**config.mk**
```make
export PLATFORM = sky130hd
export DESIGN_NAME = mul_ctrl
export DESIGN_NICKNAME = d
export VERILOG_FILES = /design/src/rtl/mul_ctrl.sv
export SDC_FILE = /design/constraint.sdc
export NUM_CORES = 1
export LEC_CHECK = 0
export ABC_CLOCK_PERIOD_IN_PS = 6300
export CORE_UTILIZATION = 62
export CTS_BUF_LIST = sky130_fd_sc_hd__clkbuf_2 sky130_fd_sc_hd__clkbuf_4 sky130_fd_sc_hd__clkbuf_8
export DETAILED_ROUTE_END_ITERATION = 10
export GPL_TIMING_DRIVEN = 0
export PLACE_DENSITY = 0.83
export SETUP_SLACK_MARGIN = 0.5
export SLEW_MARGIN = 15
export SYNTH_ARGS = -nofsm -noshare
export SYNTH_HDL_FRONTEND = slang
export SYNTH_SLANG_ARGS = --single-unit
```
**constraint.sdc**
```tcl
create_clock -name clk -period 6.3 [get_ports clk]
set_clock_uncertainty 0.05 [all_clocks]
set_input_delay 1.89 -clock clk [delete_from_list [all_inputs] [get_ports clk]]
set_output_delay 1.89 -clock clk [all_outputs]
set_load 0.02 [all_outputs]
```
**src/rtl/mul_ctrl.sv**
```systemverilog
// Iterative radix-2 shift-add multiplier controller for the RV32M MUL/MULH/MULHSU/MULHU group.
// Stalls the pipeline for XLEN iterations, then pulses mul_done with the selected product word.
module mul_ctrl #(
    parameter int XLEN  = 32,
    parameter int CNT_W = 6
) (
    input  logic            clk,
    input  logic            rst,
    input  logic            mul_start,
    input  logic [2:0]      funct3,
    input  logic [XLEN-1:0] rs1_val,
    input  logic [XLEN-1:0] rs2_val,
    input  logic            abort,
    output logic            mul_use,
    output logic            mul_done,
    output logic [XLEN-1:0] mul_result,
    output logic            busy
);

    localparam logic [1:0] S_IDLE = 2'd0;
    localparam logic [1:0] S_RUN  = 2'd1;
    localparam logic [1:0] S_DONE = 2'd2;

    logic [1:0]        state_reg, state_next;
    logic [CNT_W-1:0]  cnt_reg;
    logic [2*XLEN-1:0] acc_reg;
    logic [2*XLEN-1:0] mcand_reg;
    logic [XLEN-1:0]   mplier_reg;
    logic              sign_reg;
    logic              hi_reg;
    logic [XLEN-1:0]   result_reg;

    logic              accept;
    logic              last_iter;
    logic              rs1_signed, rs2_signed;
    logic              rs1_neg, rs2_neg;
    logic [XLEN-1:0]   rs1_mag, rs2_mag;
    logic [2*XLEN-1:0] partial, acc_sum, product;

    assign accept = (state_reg == S_IDLE) && mul_start && !funct3[2] && !abort;
    assign last_iter = (cnt_reg == CNT_W'(XLEN - 1));

    // MULHU treats rs1 as unsigned; only MUL/MULH treat rs2 as signed.
    assign rs1_signed = (funct3[1:0] != 2'b11);
    assign rs2_signed = !funct3[1];
    assign rs1_neg    = rs1_signed && rs1_val[XLEN-1];
    assign rs2_neg    = rs2_signed && rs2_val[XLEN-1];
    assign rs1_mag    = rs1_neg ? -rs1_val : rs1_val;
    assign rs2_mag    = rs2_neg ? -rs2_val : rs2_val;

    assign partial = mplier_reg[0] ? mcand_reg : '0;
    assign acc_sum = acc_reg + partial;
    assign product = sign_reg ? -acc_sum : acc_sum;

    always_comb begin
        state_next = state_reg;
        case (state_reg)
            S_IDLE:  if (accept) state_next = S_RUN;
            S_RUN: begin
                if (abort)          state_next = S_IDLE;
                else if (last_iter) state_next = S_DONE;
            end
            S_DONE:  state_next = S_IDLE;
            default: state_next = S_IDLE;
        endcase
    end

    always_ff @(posedge clk) begin
        if (rst) begin
            state_reg  <= S_IDLE;
            cnt_reg    <= '0;
            acc_reg    <= '0;
            mcand_reg  <= '0;
            mplier_reg <= '0;
            sign_reg   <= 1'b0;
            hi_reg     <= 1'b0;
            result_reg <= '0;
        end else begin
            state_reg <= state_next;
            if (accept) begin
                mcand_reg  <= {{XLEN{1'b0}}, rs1_mag};
                mplier_reg <= rs2_mag;
                sign_reg   <= rs1_neg ^ rs2_neg;
                hi_reg     <= (funct3[1:0] != 2'b00);
                acc_reg    <= '0;
                cnt_reg    <= '0;
            end else if (state_reg == S_RUN && !abort) begin
                acc_reg    <= acc_sum;
                mcand_reg  <= mcand_reg << 1;
                mplier_reg <= mplier_reg >> 1;
                cnt_reg    <= cnt_reg + CNT_W'(1);
                // Final iteration folds straight into the sign fix-up and word select.
                if (last_iter)
                    result_reg <= hi_reg ? product[2*XLEN-1:XLEN] : product[XLEN-1:0];
            end
        end
    end

    assign mul_result = result_reg;
    assign busy       = (state_reg != S_IDLE);
    assign mul_done   = (state_reg == S_DONE) && !abort;
    assign mul_use    = !rst && !abort && (accept || state_reg == S_RUN);

endmodule
```
Word level (Yosys, flattened, before mapping)
Index checks and enable logic that the tools add are counted. W data, S select, Z words.

Output and inout bits: 35. Word-level logic and storage cells: 56. Input bits: 71. Register bits after elaboration: 202.

Eq/ne operators: 6. Reductions and logical operators: 21. Bitwise logic cells: 2. Add/sub/neg operators: 5. Multiplexer cells: 13.

Operator list (number): $mux W32 (7); $mux W64 (2); $add A64 B64 Y64 (1); $neg A32 Y32 (2); $neg A64 Y64 (1); $logic_and A1 B1 Y1 (9); $add A6 B1 Y6 const B (1); $eq A6 B5 Y1 const B (1); $mux W2 (3); $reduce_bool A2 Y1 (3); $logic_not A1 Y1 (4); $ne A2 B2 Y1 const B (2); $pmux W2 S2 (1); $ne A3 B3 Y1 const B (1); $reduce_and A3 Y1 (1); $eq A2 B1 Y1 const B (1); $eq A2 B2 Y1 const B (1); $logic_not A2 Y1 (1); $reduce_and A2 Y1 (1); $reduce_or A2 Y1 (1); $logic_or A1 B1 Y1 (1); $not A1 Y1 (1); $xor A1 B1 Y1 (1).

Logic depth before layout (Yosys ltp)
Depth in word-level cells: 6. Depth in mapped cells: 19. Mapped depth without buffers: 16.

Worst setup path before layout
OpenSTA, ideal clock, no wires.

Path kind: input to output. From: input port abort. To: output port mul_use. Cell stages on the path: 6. Buffers on the path: 2. Data arrival time: 3.056 ns. Data required time: 4.360 ns. Path slack: 1.304 ns. Cells stage by stage: nor2_1 and3_1 clkbuf_1 nor2_1 clkbuf_1 nor2_1.

Word-level cells in the longest chain between the ends: 4. Elaborated cells on any way between the ends: 5. Those cells by class: reduce/logical (5).

RTL lines: from (decl) (RTL line 13) `input logic abort,`; $logic_not A1 Y1 (*) (RTL line 40, 102); $logic_and A1 B1 Y1 (RTL line 40) `assign accept = (state_reg == S_IDLE) && mul_start && !funct3[2] && !abort;`; $logic_or A1 B1 Y1 (RTL line 102) `assign mul_use = !rst && !abort && (accept || state_reg == S_RUN);`; $logic_and A1 B1 Y1 (*) (RTL line 102); to (decl) (RTL line 14) `output logic mul_use,`.

Every way passes the cells marked *; elsewhere a longest branch is shown, timed or not.

Worst setup path in the final report
From: register mplier_reg[0]. To: register result_reg[27], in the netlist mul_result[27].

Word-level cells in the longest chain between the ends: 5.

RTL lines: from (decl) (RTL line 28) `logic [XLEN-1:0] mplier_reg;`; from (signal assigned) (RTL line 82) `mplier_reg <= rs2_mag;`; from (signal assigned) (RTL line 90) `mplier_reg <= mplier_reg >> 1;`; $mux W64 (*) (RTL line 51) `assign partial = mplier_reg[0] ? mcand_reg : '0;`; $add A64 B64 Y64 (*) (RTL line 52) `assign acc_sum = acc_reg + partial;`; $neg A64 Y64 (RTL line 53) `assign product = sign_reg ? -acc_sum : acc_sum;`; $mux W64 (*) (RTL line 53); $mux W32 (*) (RTL line 94) `result_reg <= hi_reg ? product[2*XLEN-1:XLEN] : product[XLEN-1:0];`; to (signal assigned) (RTL line 94); to (decl) (RTL line 31) `logic [XLEN-1:0] result_reg;`.

Marks and branches as above. A chain may end at the register's enable or synchronous reset.

==> results.yml <==
routing:
  dr_wl_met2_um: 27200
  drtIter0Drc: 2440
  wl_met3_um: 7890
  via_per_inst: 6.84
  ant_nets: 0
  wirelength_um: 64000
  drc: 0
  top_layer_used: "met5"
  vias: 18900
  routedWlPerCell_um: 23.1
  dr.pass1.iters: 8
  drt-met1-wl_um: 24400
yosys:
  synth_area_sq_um: 16200
  synthCells: 2260
  syn-num-nets: 2399
  ys_seq_area_share_pct: 25.0
  async_reset_ff_share_pct: 0
  synth_edf_count: 0
  synth-main-ff-cell: "dfxtp_1"
  synth_cell_types: 100
  ys_warn_count: 0
  avgSynthCellArea_sq_um: 7.16
  ys_ff_latch: 202
floorplanning:
  die_w_um: 164
  die_h_um: 164
  start_util_pct: 63.7
  io_pins: 106
  core_sq_um: 25400
  dieArea_sq_um: 26700
  rows: 58
global_routing:
  grt_pass1_wl_um: 96500
  grt_pass1_vias: 17700
  gr-usage-all-layers_pct: 46.7
  grt_overflow_total: 0
  grt_start_max_net_pins: 11
  antenna_found_initial: 3
clock_network:
  root_buffer: "clkbuf_8"
  clk_path_buf_depth: 3
  cts.clk_slew.worst_paths_ns: 0.06
  clkSinkCount: 202
  hold_buffers: 0
  ctsHtreeMaxLevel: 2
  numCtsBuffers: 37
  clk_latency_ns: 0.55
  tritoncts: "yes"
worst_setup_path:
  crit_chain: "buf_6 > clkbuf_1 > and2_1 > ha_1 > nand2_1 > nor4_1 > a31oi_1 > o21ai_2 > a311o_1 > a311oi_1 > xnor2_1 > nand2_1 > or4_1 > buf_2 > o41ai_2 > xor2_1 > o21ai_1"
  cp_data_arrival_time_ns: 6.11
  crit_required_ns: 6.66
  crit_type: "flip-flop to flip-flop"
  cpMostUsedCell: "nand2_1"
  crit_buf_inv: 3
  critPathCaptureType: "flip-flop"
  crit_fanout: 10
  startpoint_type: "flip-flop"
  crit_path_max_incr_delay_ns: 0.85
  cp_slowest_cell: "nor4_1"
  cp_top_family: "simple AND/OR/NAND/NOR gates"
layout:
  final_cells: 2766
  finalNetCount: 2550
  final_util_pct: 73.3
  final_cell_mix: "404 x nand2_1, 241 x a21oi_1, 202 x dfxtp_1, 189 x nor2_1, 104 x clkdlybuf4s50_1"
  drive_above_1_share_pct: 7.60
  area_delta_synth_final_pct: 15.1
  final_common_cell: "nand2_1"
run:
  drv_cap: 0
timing:
  setup_viol: 0
  worst_slew_pin_slew_ns: 1.25
  hold_viol: 0
  rsz0062_at_grt: "yes"
  max-slew-margin-rel_pct: 16.4
  fmax_mhz: 174
  slew_viol_final: 0
  hold_ws_ns: 0.391
  fin_crit_ns: 5.75
  period_share_pct: 91.3
  fin_ws_ns: 0.550
pwr:
  leakage_nw: 6.99
  peakVddDrop_v: 0.000196
  p_per_area_nw_per_um2: 162
place:
  preCtsSetupSlack_ns: -0.649
  numPortBuffers: 105
  place_inst: 2696
  gp_congestion: 1.06
  dp_hpwl_um: 49400
hold_path:
  hold_path_class: "flip-flop to flip-flop"
outcome:
  status: "completed"
-- final cells by class --
class                           instances  area, sq um
Multi-Input combinational cell       1890        11600
Fill cell                            2034         6770
Sequential cell                       202         4040
Timing Repair Buffer                  112         1100
Clock buffer                           50          657
Buffer                                141          607
Tap cell                              330          413
Clock inverter                         13          105
Inverter                               27          101
Antenna cell                            1         2.50
-- per-stage QoR --
step	TNS, ns	area [sq um]	power, mW
after global routing	0	18600	3.09
after CTS	0	18500	2.99
after floorplan	0	16200	1.54
after detailed placement	-7.78	17700	1.68
after global placement	-6.72	17600	1.67
final	0	18600	3.02
-- per-layer routing --
metal / up-vias / global-route usage [%]
li1: 8546 / -
met1: 8772 / 57.3
met2: 1295 / 72.4
met3: 301 / 12.7
met4: 2 / 29.0
met5: - / 0
-- worst register-to-register path, delay by kind of cell (launching register included) --
kind,cells,cell delay [ns]
AND/OR/NAND/NOR,5,2.06
adder cells (fa/ha/maj),1,0.29
flip-flops,1,0.35
XOR/XNOR,2,0.88
buffers and inverters,3,0.70
AO/OA/AOI/OAI,6,1.30
-- power by group --
group          switching (mW)  internal, mW  total [mW]
Sequential             0.0175          1.30        1.32
Combinational           0.227         0.138       0.364
Clock                   0.618         0.724        1.34
-- path summary, 6_finish.rpt --
path / end / cells past startpoint / slack, ns / startpoint
setup reg to reg: mul_result[27]$_SDFFE_PP0P_ / 17 / 0.55 / mplier_reg[0]$_SDFFE_PP0P_
hold / removal: mul_result[29]$_SDFFE_PP0P_ / 2 / 0.39 / mul_result[29]$_SDFFE_PP0P_
hold reg to reg: mul_result[29]$_SDFFE_PP0P_ / 2 / 0.39 / mul_result[29]$_SDFFE_PP0P_
setup / recovery: mul_result[27]$_SDFFE_PP0P_ / 17 / 0.55 / mplier_reg[0]$_SDFFE_PP0P_
-- synthesized netlist by cell type, drive strengths merged, types with 5 or more instances --
cell,count,area (sq um)
nand3,39,200
buf,31,168
o211ai,27,223
nand2b,14,87.6
xnor2,82,718
mux2,6,67.6
nand4,31,194
o2111ai,6,52.6
nor4,22,144
a21oi,249,1270
a311oi,39,348
o211a,9,90.1
or2,19,119
o21ai,120,608
and4,8,70.1
nand2,405,1520
a311o,5,50.1
a22oi,44,335
and3,19,119
or4,20,158
o21a,19,143
o41ai,18,203
o31ai,21,163
dfxtp,202,4040
o21bai,7,52.6
a21o,35,278
a211o,6,52.6
or3,24,155
inv,26,97.6
a211oi,32,250
and2,86,538
xor2,49,429
a21boi,12,93.8
clkbuf,110,418
nor3b,6,45.0
nor3,60,310
nand3b,7,52.6
a221oi,6,58.8
mux2i,5,50.1
ha,67,838
a31oi,18,113
nor2,193,724
-- repair_timing --
| action | in CTS | in global routing |
|---|---|---|
| setup endpoints to repair | 33 | 30 |
| buffers inserted | 3 | 3 |
| gates resized for setup | 21 | 28 |
| pin swaps | 1 | 1 |
-- logic make-up after synthesis --
group                    count (synthesis)  synth area share, %
AND/OR/NAND/NOR                        964                 28.0
AO/OA/AOI/OAI                          716                 29.6
flip-flops                             202                 25.0
buffers and inverters                  168                 4.25
XOR/XNOR                               131                 7.09
adder cells (fa/ha/maj)                 68                 5.31
multiplexers                            11                0.727
No activity file was read; power rests on OpenSTA's default activity.
